**src/rtl/addsub_arbiter.sv**
```systemverilog
// Two-requester round-robin front end for one shared 8-bit adder/subtractor.
// Requests are accepted only in IDLE; each result is held until the consumer takes it.

module eight_bit_adder_subtractor (
  input  logic [7:0] x,
  input  logic [7:0] y,
  input  logic       op,
  output logic [7:0] sum,
  output logic       carry_out,
  output logic       overflow
);
  logic [7:0] y_eff;
  logic       carry_7;

  // Subtract is x + ~y + 1; the carry into bit 7 is kept for the overflow term.
  assign y_eff = op ? ~y : y;
  assign {carry_7, sum[6:0]}   = {1'b0, x[6:0]} + {1'b0, y_eff[6:0]} + {7'b0, op};
  assign {carry_out, sum[7]}   = {1'b0, x[7]} + {1'b0, y_eff[7]} + {1'b0, carry_7};
  assign overflow              = carry_7 ^ carry_out;
endmodule

module addsub_arbiter (
  input  logic       clk,
  input  logic       rstn,
  input  logic       req0_valid,
  output logic       req0_ready,
  input  logic [7:0] req0_x,
  input  logic [7:0] req0_y,
  input  logic       req0_op,
  input  logic       req1_valid,
  output logic       req1_ready,
  input  logic [7:0] req1_x,
  input  logic [7:0] req1_y,
  input  logic       req1_op,
  output logic       resp_valid,
  input  logic       resp_ready,
  output logic       resp_id,
  output logic [7:0] resp_sum,
  output logic       resp_carry,
  output logic       resp_overflow
);
  typedef enum logic [1:0] {IDLE, EXEC, RESP} state_t;

  state_t     state, state_next;
  logic       last_grant;
  logic       grant0, grant1;
  logic [7:0] opr_x, opr_y;
  logic       opr_op, opr_id;
  logic [7:0] alu_sum;
  logic       alu_carry, alu_overflow;
  logic       accept0, accept1;

  eight_bit_adder_subtractor u_alu (
    .x         (opr_x),
    .y         (opr_y),
    .op        (opr_op),
    .sum       (alu_sum),
    .carry_out (alu_carry),
    .overflow  (alu_overflow)
  );

  // NOTE: every output of this block gets a default first, so no path can infer a latch.
  always_comb begin
    grant0     = 1'b0;
    grant1     = 1'b0;
    req0_ready = 1'b0;
    req1_ready = 1'b0;
    state_next = state;
    if (req0_valid && req1_valid) begin
      grant0 = last_grant;
      grant1 = !last_grant;
    end else begin
      grant0 = req0_valid;
      grant1 = req1_valid;
    end
    // Readies are forced low while reset is held, even though state reads IDLE.
    req0_ready = rstn && (state == IDLE) && grant0;
    req1_ready = rstn && (state == IDLE) && grant1;
    case (state)
      IDLE:    if (grant0 || grant1) state_next = EXEC;
      EXEC:    state_next = RESP;
      RESP:    if (resp_ready) state_next = IDLE;
      default: state_next = IDLE;
    endcase
  end

  assign accept0 = req0_valid && req0_ready;
  assign accept1 = req1_valid && req1_ready;

  // NOTE: sequential state uses non-blocking assignments so every register samples pre-edge values.
  always_ff @(posedge clk or negedge rstn) begin
    if (!rstn) state <= IDLE;
    else       state <= state_next;
  end

  // NOTE: all datapath registers have an async reset, so an in-flight result vanishes on reset.
  always_ff @(posedge clk or negedge rstn) begin
    if (!rstn) begin
      last_grant    <= 1'b1;
      opr_x         <= 8'h00;
      opr_y         <= 8'h00;
      opr_op        <= 1'b0;
      opr_id        <= 1'b0;
      resp_valid    <= 1'b0;
      resp_id       <= 1'b0;
      resp_sum      <= 8'h00;
      resp_carry    <= 1'b0;
      resp_overflow <= 1'b0;
    end else begin
      case (state)
        IDLE: begin
          if (accept0) begin
            opr_x      <= req0_x;
            opr_y      <= req0_y;
            opr_op     <= req0_op;
            opr_id     <= 1'b0;
            last_grant <= 1'b0;
          end else if (accept1) begin
            opr_x      <= req1_x;
            opr_y      <= req1_y;
            opr_op     <= req1_op;
            opr_id     <= 1'b1;
            last_grant <= 1'b1;
          end
        end
        EXEC: begin
          resp_valid    <= 1'b1;
          resp_id       <= opr_id;
          resp_sum      <= alu_sum;
          resp_carry    <= alu_carry;
          resp_overflow <= alu_overflow;
        end
        RESP: if (resp_ready) resp_valid <= 1'b0;
        default: ;
      endcase
    end
  end
endmodule

```
**config.mk**
```make
export PLATFORM = sky130hd
export DESIGN_NAME = addsub_arbiter
export DESIGN_NICKNAME = d
export VERILOG_FILES = /design/src/rtl/addsub_arbiter.sv
export SDC_FILE = /design/constraint.sdc
export NUM_CORES = 1
export LEC_CHECK = 0
export BUFFER_PORTS_ARGS = -buffer_cell sky130_fd_sc_hd__buf_2
export CORE_ASPECT_RATIO = 0.5
export CORE_MARGIN = 4
export CORE_UTILIZATION = 25
export DETAILED_ROUTE_END_ITERATION = 16
export GPL_TIMING_DRIVEN = 0
export HOLD_SLACK_MARGIN = 0.12
export MAX_ROUTING_LAYER = met4
export PLACE_DENSITY = 0.51
export SETUP_SLACK_MARGIN = 0.1
export SYNTH_ARGS = -nofsm -noshare
export SYNTH_HDL_FRONTEND = slang
export SYNTH_SLANG_ARGS = --single-unit
```
**constraint.sdc**
```tcl
create_clock -name clk -period 2.6 [get_ports clk]
set_input_delay 0.39 -clock clk [delete_from_list [all_inputs] [get_ports clk]]
set_output_delay 0.39 -clock clk [all_outputs]
set_load 0.05 [all_outputs]
```
==> results of run 1 <==
-- logic make-up (layout without fill, tap and decap cells) --
family / count (synthesis) / count (layout) / synth area share, %
adder cells (fa/ha/maj): 8 / 8 / 6.39
multiplexers: 18 / 18 / 10.3
AND/OR/NAND/NOR: 57 / 57 / 14.4
flip-flops: 33 / 33 / 45.9
buffers and inverters: 12 / 75 / 3.61
XOR/XNOR: 11 / 11 / 5.35
AO/OA/AOI/OAI: 42 / 42 / 14.0
-- stage by stage --
step / cell area [µm²] / hold WS [ns]
3_5_place_dp: 2180 / 0.458
3_3_place_gp: 2180 / 0.458
6_report: 2370 / 0.322
5_1_grt: 2370 / 0.326
2_1_floorplan: 1800 / 0.0944
4_1_cts: 2360 / 0.324
-- placed cells by master, fill, tap and decap left out, drive strengths merged --
cell type	synthesis	final
inv	4	4
nand2b	3	3
mux2	1	1
a211o	1	1
buf	4	58
a2111oi	1	1
mux2i	17	17
nand4	1	1
nor2b	1	1
o21ai	25	25
nand3	5	5
dfstp	1	1
nand3b	1	1
a31o	2	2
and3	2	2
xor2	7	7
nand2	37	37
a22oi	1	1
nor2	3	3
o21bai	1	1
nor3	2	2
dlygate4sd3	0	1
xnor2	4	4
or4b	1	1
ha	6	6
a21oi	7	7
a21o	4	4
clkbuf	4	12
dfrtp	32	32
fa	2	2
nor3b	1	1
-- final timing paths --
check	to	slack (ns)	from
setup / recovery	resp_overflow	0.20	opr_op
hold / removal	state[1]	0.32	resp_ready
setup reg to reg	resp_overflow	0.20	opr_op
hold reg to reg	resp_sum[7]	0.46	resp_sum[7]
max in group asynchronous	opr_x[2]	1.79	rstn
min in group asynchronous	last_grant	0.63	rstn
-- power breakdown --
part	total, mW	internal (mW)	leakage, nW	switching [mW]
clock network	0.560	0.356	0.0652	0.205
logic	2.00	0.773	0.797	1.23
registers	0.949	0.772	0.408	0.177
-- what timing repair did --
action / 4_1_cts / 5_1_grt
gates cloned: 0 / 0
setup buffers: 1 / 0
gates resized for setup: 2 / 6
hold buffers: 2 / 0
hold endpoints to repair: 32 / 0
endpoints found under the setup margin: 2 / 2
pin swaps: 1 / 1
-- cell type report --
cell class / instances / area (µm²)
plain buffers: 8 / 50.0
clock buffers: 8 / 136
fillers: 695 / 4460
inverters: 4 / 15.0
multi-input cells: 136 / 923
flip-flops and latches: 33 / 827
well taps: 92 / 115
repair buffers: 55 / 303
-- registers in the layout (all words and copies together), names as in the netlist, 2 cells and up --
| name | flops |
|---|---|
| opr_x | 8 |
| opr_y | 8 |
| resp_sum | 8 |
| state | 2 |
-- worst reg2reg max path: cells and delay by family, from the launching register on --
family	cells	cell delay, ns
XOR/XNOR	1	0.17
adder cells (fa/ha/maj)	2	0.67
buffers and inverters	1	0.15
flip-flops	1	0.37
AO/OA/AOI/OAI	4	0.73
AND/OR/NAND/NOR	2	0.24
-- per-layer routing --
layer  wire length [µm]  global-route usage, %
met5                  0                      -
met2               1840                   15.7
met4                 46                   3.97
met3                140                   2.57
met1               2190                   14.0
==> metrics, run 1 <==
status=finished clean; drt wl/cell=12.6 µm; Clock Latency Late Sink=0.28 ns; most common cell in the synthesized netlist=nand2_1; Detail Route Antenna Nets=0; worst slack at placement=0.0356 ns; pwr/cell area=1480 nW/µm²; Ys Warns=0; area share of the largest cell type after synthesis=44.5%; clock root buffer=clkbuf_16; clk buf depth=2; WP depth=10; TritonCTS Buffers=5; clock period minus worst slack=2.40 ns; Avg Synthesized Cell Area=9.95 µm²; syn_nets=228; worst path cell trace=buf_6, xor2_1, ha_1, a21o_2, a31o_4, a21o_2, fa_2, nor2_2, a22oi_1, nand3_1; Overflow after GRT=0; RSZ-0062 raised after global routing=yes; worst setup path category=reg -> reg; Buf+Inv Stages, Crit Path=1; final wirelength=4.22 mm; die height=68.0 µm; CP max stage cell=dfrtp_1; most common flop cell mapped by yosys=dfrtp_1; DR vias=1457; Core ar.=6830 µm²; depth of the most critical reg-to-reg path=10; setup_tns=0 ns; crit-path max FO=9; period utilisation layout=92.4%; number of flops mapped to enable cells by yosys=0; family with the most delay on the worst path=compound AO/OA/AOI/OAI gates; Slew Limit Headroom=62.1%; Yosys reg bits=33; Net count, final=290; Layout area overhead=31.6%; crit start category=flip-flop; Worst Setup End Kind=flip-flop; # port buffers=52; dpl hpwl=3.27 mm; final core utilization=34.7%; initial antenna violation count=0; Post-Synthesis Cells=181; die width=128 µm; worst min-delay path class=in -> reg; Finish-stage setup viols=0; starting density of the core=26.4%; vias in the first global route=1397; Hold Vio Cnt, Final=0; Tot GR Track Use=10.5%; CP required=2.81 ns; leading area contributor after synthesis=dfrtp_1; worst slew pin tran=0.565 ns; first-pass GRT wire length=6.86 mm; row cnt=21; Clk pin slew, worst setup/hold paths=0.05 ns; DRC=0; vias per cell=4.34; Post-Syn Area=1800 µm²; drt first pass iters=5; fin cells=336; LEAKAGE=1.27 nW; CP peak stage delay=0.37 ns; Most Frequent Cell on Critical Path=a21o_2; largest net degree at the start of global routing=33; layout cells sized above 1=30.3%; sequential fraction of the synthesis area=45.9%; commonest cells in the netlist=37 x nand2_1, 32 x dfrtp_1, 24 x o21ai_0, 17 x mux2i_1; Ant. Diodes=0; skew final=0.00288 ns; final worst slack=0.198 ns; MaxCap Viol Count=0; CTS tree=yes; Slew Viols, Final=0; post-synth cell types=35; Placer Congestion=0.788; FMAX=416 MHz; dpl cells=325; Power Total=3.51 mW; hold depth=2; Die ar.=8710 µm²; CP Data Arrival Time=2.61 ns; clock sink count=33; # IOs=53; 1st-iter DRT viols=86; htree depth=2; Async SR Flop Fraction=100%; maximum VDD drop=0.444 mV; ranking of synthesized cells by area=dfrtp_1 44%, mux2i_1 9.5%, nand2_1 7.7%
Note: power is estimated with default switching activity, not from simulation.
==> inputs of run 2 (changes only) <==
--- a/config.mk
+++ b/config.mk
@@ -13,8 +13,9 @@
 export GPL_TIMING_DRIVEN = 0
 export HOLD_SLACK_MARGIN = 0.12
 export MAX_ROUTING_LAYER = met4
-export PLACE_DENSITY = 0.51
+export PLACE_DENSITY = 0.5
 export SETUP_SLACK_MARGIN = 0.1
 export SYNTH_ARGS = -nofsm -noshare
 export SYNTH_HDL_FRONTEND = slang
+export SYNTH_HIERARCHICAL = 1
 export SYNTH_SLANG_ARGS = --single-unit
==> constraint.sdc (replaced) <==
create_clock -name clk -period 3.1 [get_ports clk]
set_input_delay 0.465 -clock clk [delete_from_list [all_inputs] [get_ports clk]]
set_output_delay 0.465 -clock clk [all_outputs]
set_load 0.05 [all_outputs]
==> run 2 against run 1 <==
  * Clock power grew 3%
  * Clock-buffer cell count is 1 lower
  * Global-route usage shrank 0.14 points
  * Highest routed layer unchanged
  * Via count is 1.7% higher
  * Sequential cell count unchanged
  * Power up 0.13%
  * Clock skew down 0.00095 ns
==> metrics, run 2 <==
Layout area overhead=28.7%; Setup Fix Bufs, Post-CTS=0 (-1); Slew Viols, Final=0 (unchanged); Die ar.=9270 µm² (+6.5%); internal power=1.99 mW (+4.6%); Yosys reg bits=33 (unchanged); Hold Vio Cnt, Final=0 (unchanged); Net Sw Power=1.53 mW (-5.1%); post-cts resize count=0 (-2); switching portion of total power=43.4% (-2.4 points); Clk pin slew, worst setup/hold paths=0.05 ns (about the same); htree depth=2 (unchanged); Ant. Diodes=0 (unchanged); pwr/cell area=1420 nW/µm² (-4.4%); Power Total=3.51 mW (+0.13%); crit start category=flip-flop; met2 WL post-DR=2.05 mm (+11%); commonest cells in the netlist=32 x dfrtp_1, 17 x o32ai_1, 11 x mux2_2, 11 x xor2_1, 10 x a2bb2oi_2; Gate power share=60.4% (+3.4 points); layout cells sized above 1=45.0% (+15 points); post-synth cell types=37 (+5.7%); skew final=0.00194 ns (-0.000948 ns); CP Data Arrival Time=3.02 ns (+0.41 ns); first-pass GRT wire length=7.55 mm (+10%); Post-Synth Simple-Gate Area=6.23% (-8.2 points); crit-path max FO=8 (-1); # IOs=53 (unchanged); DRC=0 (unchanged); clock root buffer=clkbuf_16; row cnt=22 (+4.8%); worst setup path category=reg -> reg; initial antenna violation count=0 (unchanged); fillers=751 (+8.1%); CP required=3.26 ns (+0.45 ns); Post-Synth XOR/XNOR Area=5.45% (+0.097 points); die width=132 µm (+3.3%); RSZ-0062 raised after global routing=no; Slew Limit Headroom=48.3% (-14 points); CTS tree=yes; syn_nets=205 (-10%); final hold slack=0.269 ns (-0.0526 ns); FMAX=350 MHz (-16%); TritonCTS Buffers=5 (unchanged); dpl cells=306 (-5.8%); final wirelength=4.54 mm (+7.5%); most common cell after layout, fill and taps aside=buf_2; Core ar.=7400 µm² (+8.4%); Detail Route Antenna Nets=0 (unchanged); worst slew pin tran=0.776 ns (+0.211 ns); setup_tns=0 ns (unchanged); Largest regs=opr_x x8, opr_y x8, resp_sum x8; sequential fraction of the synthesis area=42.9% (-3.1 points); vias in the first global route=1523 (+9.0%); met1 WL=2.29 mm (+4.8%); Post-Synthesis Cells=158 (-13%); 1st-iter DRT viols=38 (-56%); maximum VDD drop=0.361 mV (-19%); period utilisation layout=92.2% (-0.23 points); CTS Hold Bufs=0 (-2); Async SR Flop Fraction=100% (unchanged); Worst Setup End Kind=flip-flop; DR vias=1482 (+1.7%); most common cell in the synthesized netlist=dfrtp_1; proportion of synthesized area in mux cells=7.20% (-3.1 points); clock period minus worst slack=2.86 ns (+0.455 ns); drt first pass iters=4 (-1); largest family of logic cells by synthesized area=compound AO/OA/AOI/OAI gates; MaxCap Viol Count=0 (unchanged); vias per cell=4.72 (+8.8%); die height=70.1 µm (+3.1%); Avg Synthesized Cell Area=12.2 µm² (+23%); Finish-stage setup viols=0 (unchanged); starting density of the core=26.1% (-0.30 points); most frequent cells in the layout=58 x buf_2, 32 x dfrtp_1, 17 x o32ai_1, 11 x mux2_2, 11 x xor2_1; Clock power frac=16.4% (+0.4 points); Synth Area in Compound Gates=27.0% (+13 points); drt wl/cell=14.4 µm (+15%); most common flop cell mapped by yosys=dfrtp_1; worst min-delay path class=in -> async; Placer Congestion=0.776 (-1.5%); dpl hpwl=3.46 mm (+6.0%); clk buf depth=2 (unchanged); Overflow after GRT=0 (unchanged); area share of the largest cell type after synthesis=41.5% (-3.0 points); Net count, final=264 (-9.0%); Post-Syn Area=1930 µm² (+7.2%); final core utilization=33.5% (-1.2 points); number of flops mapped to enable cells by yosys=0 (unchanged); ranking of synthesized cells by area=dfrtp_1 42%, a2bb2oi_2 7.8%, o32ai_1 7.7%; LEAKAGE=1.09 nW (-14%); met3 WL post-DR=118 µm (-16%); Ys Warns=6 (+6); clock sink count=33 (unchanged); largest net degree at the start of global routing=36 (+9.1%); Clock Latency Late Sink=0.27 ns (about the same); leading area contributor after synthesis=dfrtp_1; fin cells=314 (-6.5%); DR top layer=met4; # port buffers=52 (unchanged); Tot GR Track Use=10.4% (-0.14 points); status=finished clean; Seq pwr share=23.2% (-3.9 points); synthesized-area fraction occupied by adder cells=5.97% (-0.43 points)
run 2: cell count changes after synthesis, sizes merged, moves of 4 or more:
cell	before	now
mux2	1	12
a2bb2oi	0	17
o21ai	25	1
o21a	0	4
xor2	7	11
nand3	5	1
buf	4	10
mux2i	17	0
nand2	37	3
nor2	3	7
o32ai	0	17
run 2: area by class of cell:
class                   count  area, µm²  share of cell area, %
clock inverters             1       30.0                   1.21
well taps                  96        120                   4.84
multi-input cells         107       1000                   40.3
repair buffers             52        260                   10.5
clock buffers               7        143                   5.75
inverters                   7       26.3                   1.06
plain buffers              11       75.1                   3.02
flip-flops and latches     33        827                   33.3
run 2: per-layer routing:
layer  track usage (%)  up-vias
met5                 -        -
met4              3.92        0
met3              2.37        8
met2              15.4       24
met1              13.9      720
li1                  -      730
run 2: critical path: stages (launching register included):
cell      delay [ns]
dfrtp_1         0.40
buf_6           0.15
xor2_1          0.17
ha_1            0.37
a2111o_1        0.41
a31oi_2         0.23
o41ai_4         0.13
fa_1            0.44
xor2_1          0.17
mux2_2          0.27
run 2: through the flow:
| stage | setup WS [ns] | instance area [µm²] |
|---|---|---|
| floorplan | 0.390 | 1930 |
| global placement | 0.264 | 2310 |
| detailed placement | 0.239 | 2310 |
| CTS | 0.223 | 2480 |
| global route | 0.123 | 2480 |
| finish | 0.243 | 2480 |
run 2: kinds of logic (layout without fill, tap and decap cells):
family | count (synthesis) | in the layout
fa+ha+maj | 8 | 8
buf+inv | 18 | 78
xor+xnor | 12 | 12
flops | 33 | 33
simple gates | 22 | 22
compound gates | 53 | 53
mux | 12 | 12
run 2: path summary, 6_finish.rpt:
check	slack [ns]	endpoint	startpoint	cells after the start
worst min register to register	0.50	resp_sum[4]	resp_sum[4]	1
min in group clk	0.42	last_grant	req0_valid	2
worst max register to register	0.24	resp_overflow	opr_op	9
worst max-delay path	0.24	resp_overflow	opr_op	9
worst min-delay path	0.27	resp_sum[2]	rstn	1
max in group asynchronous	2.34	opr_y[6]	rstn	1
run 2: power by group through the flow:
stage                     sequential [mW]  combinational [mW]  clock [mW]
after floorplan                      1.08                1.45           0
after global placement              0.816                2.11           0
after detailed placement            0.823                2.14           0
after CTS                           0.818                2.15       0.595
after global routing                0.846                2.34       0.614
final                               0.815                2.12       0.576
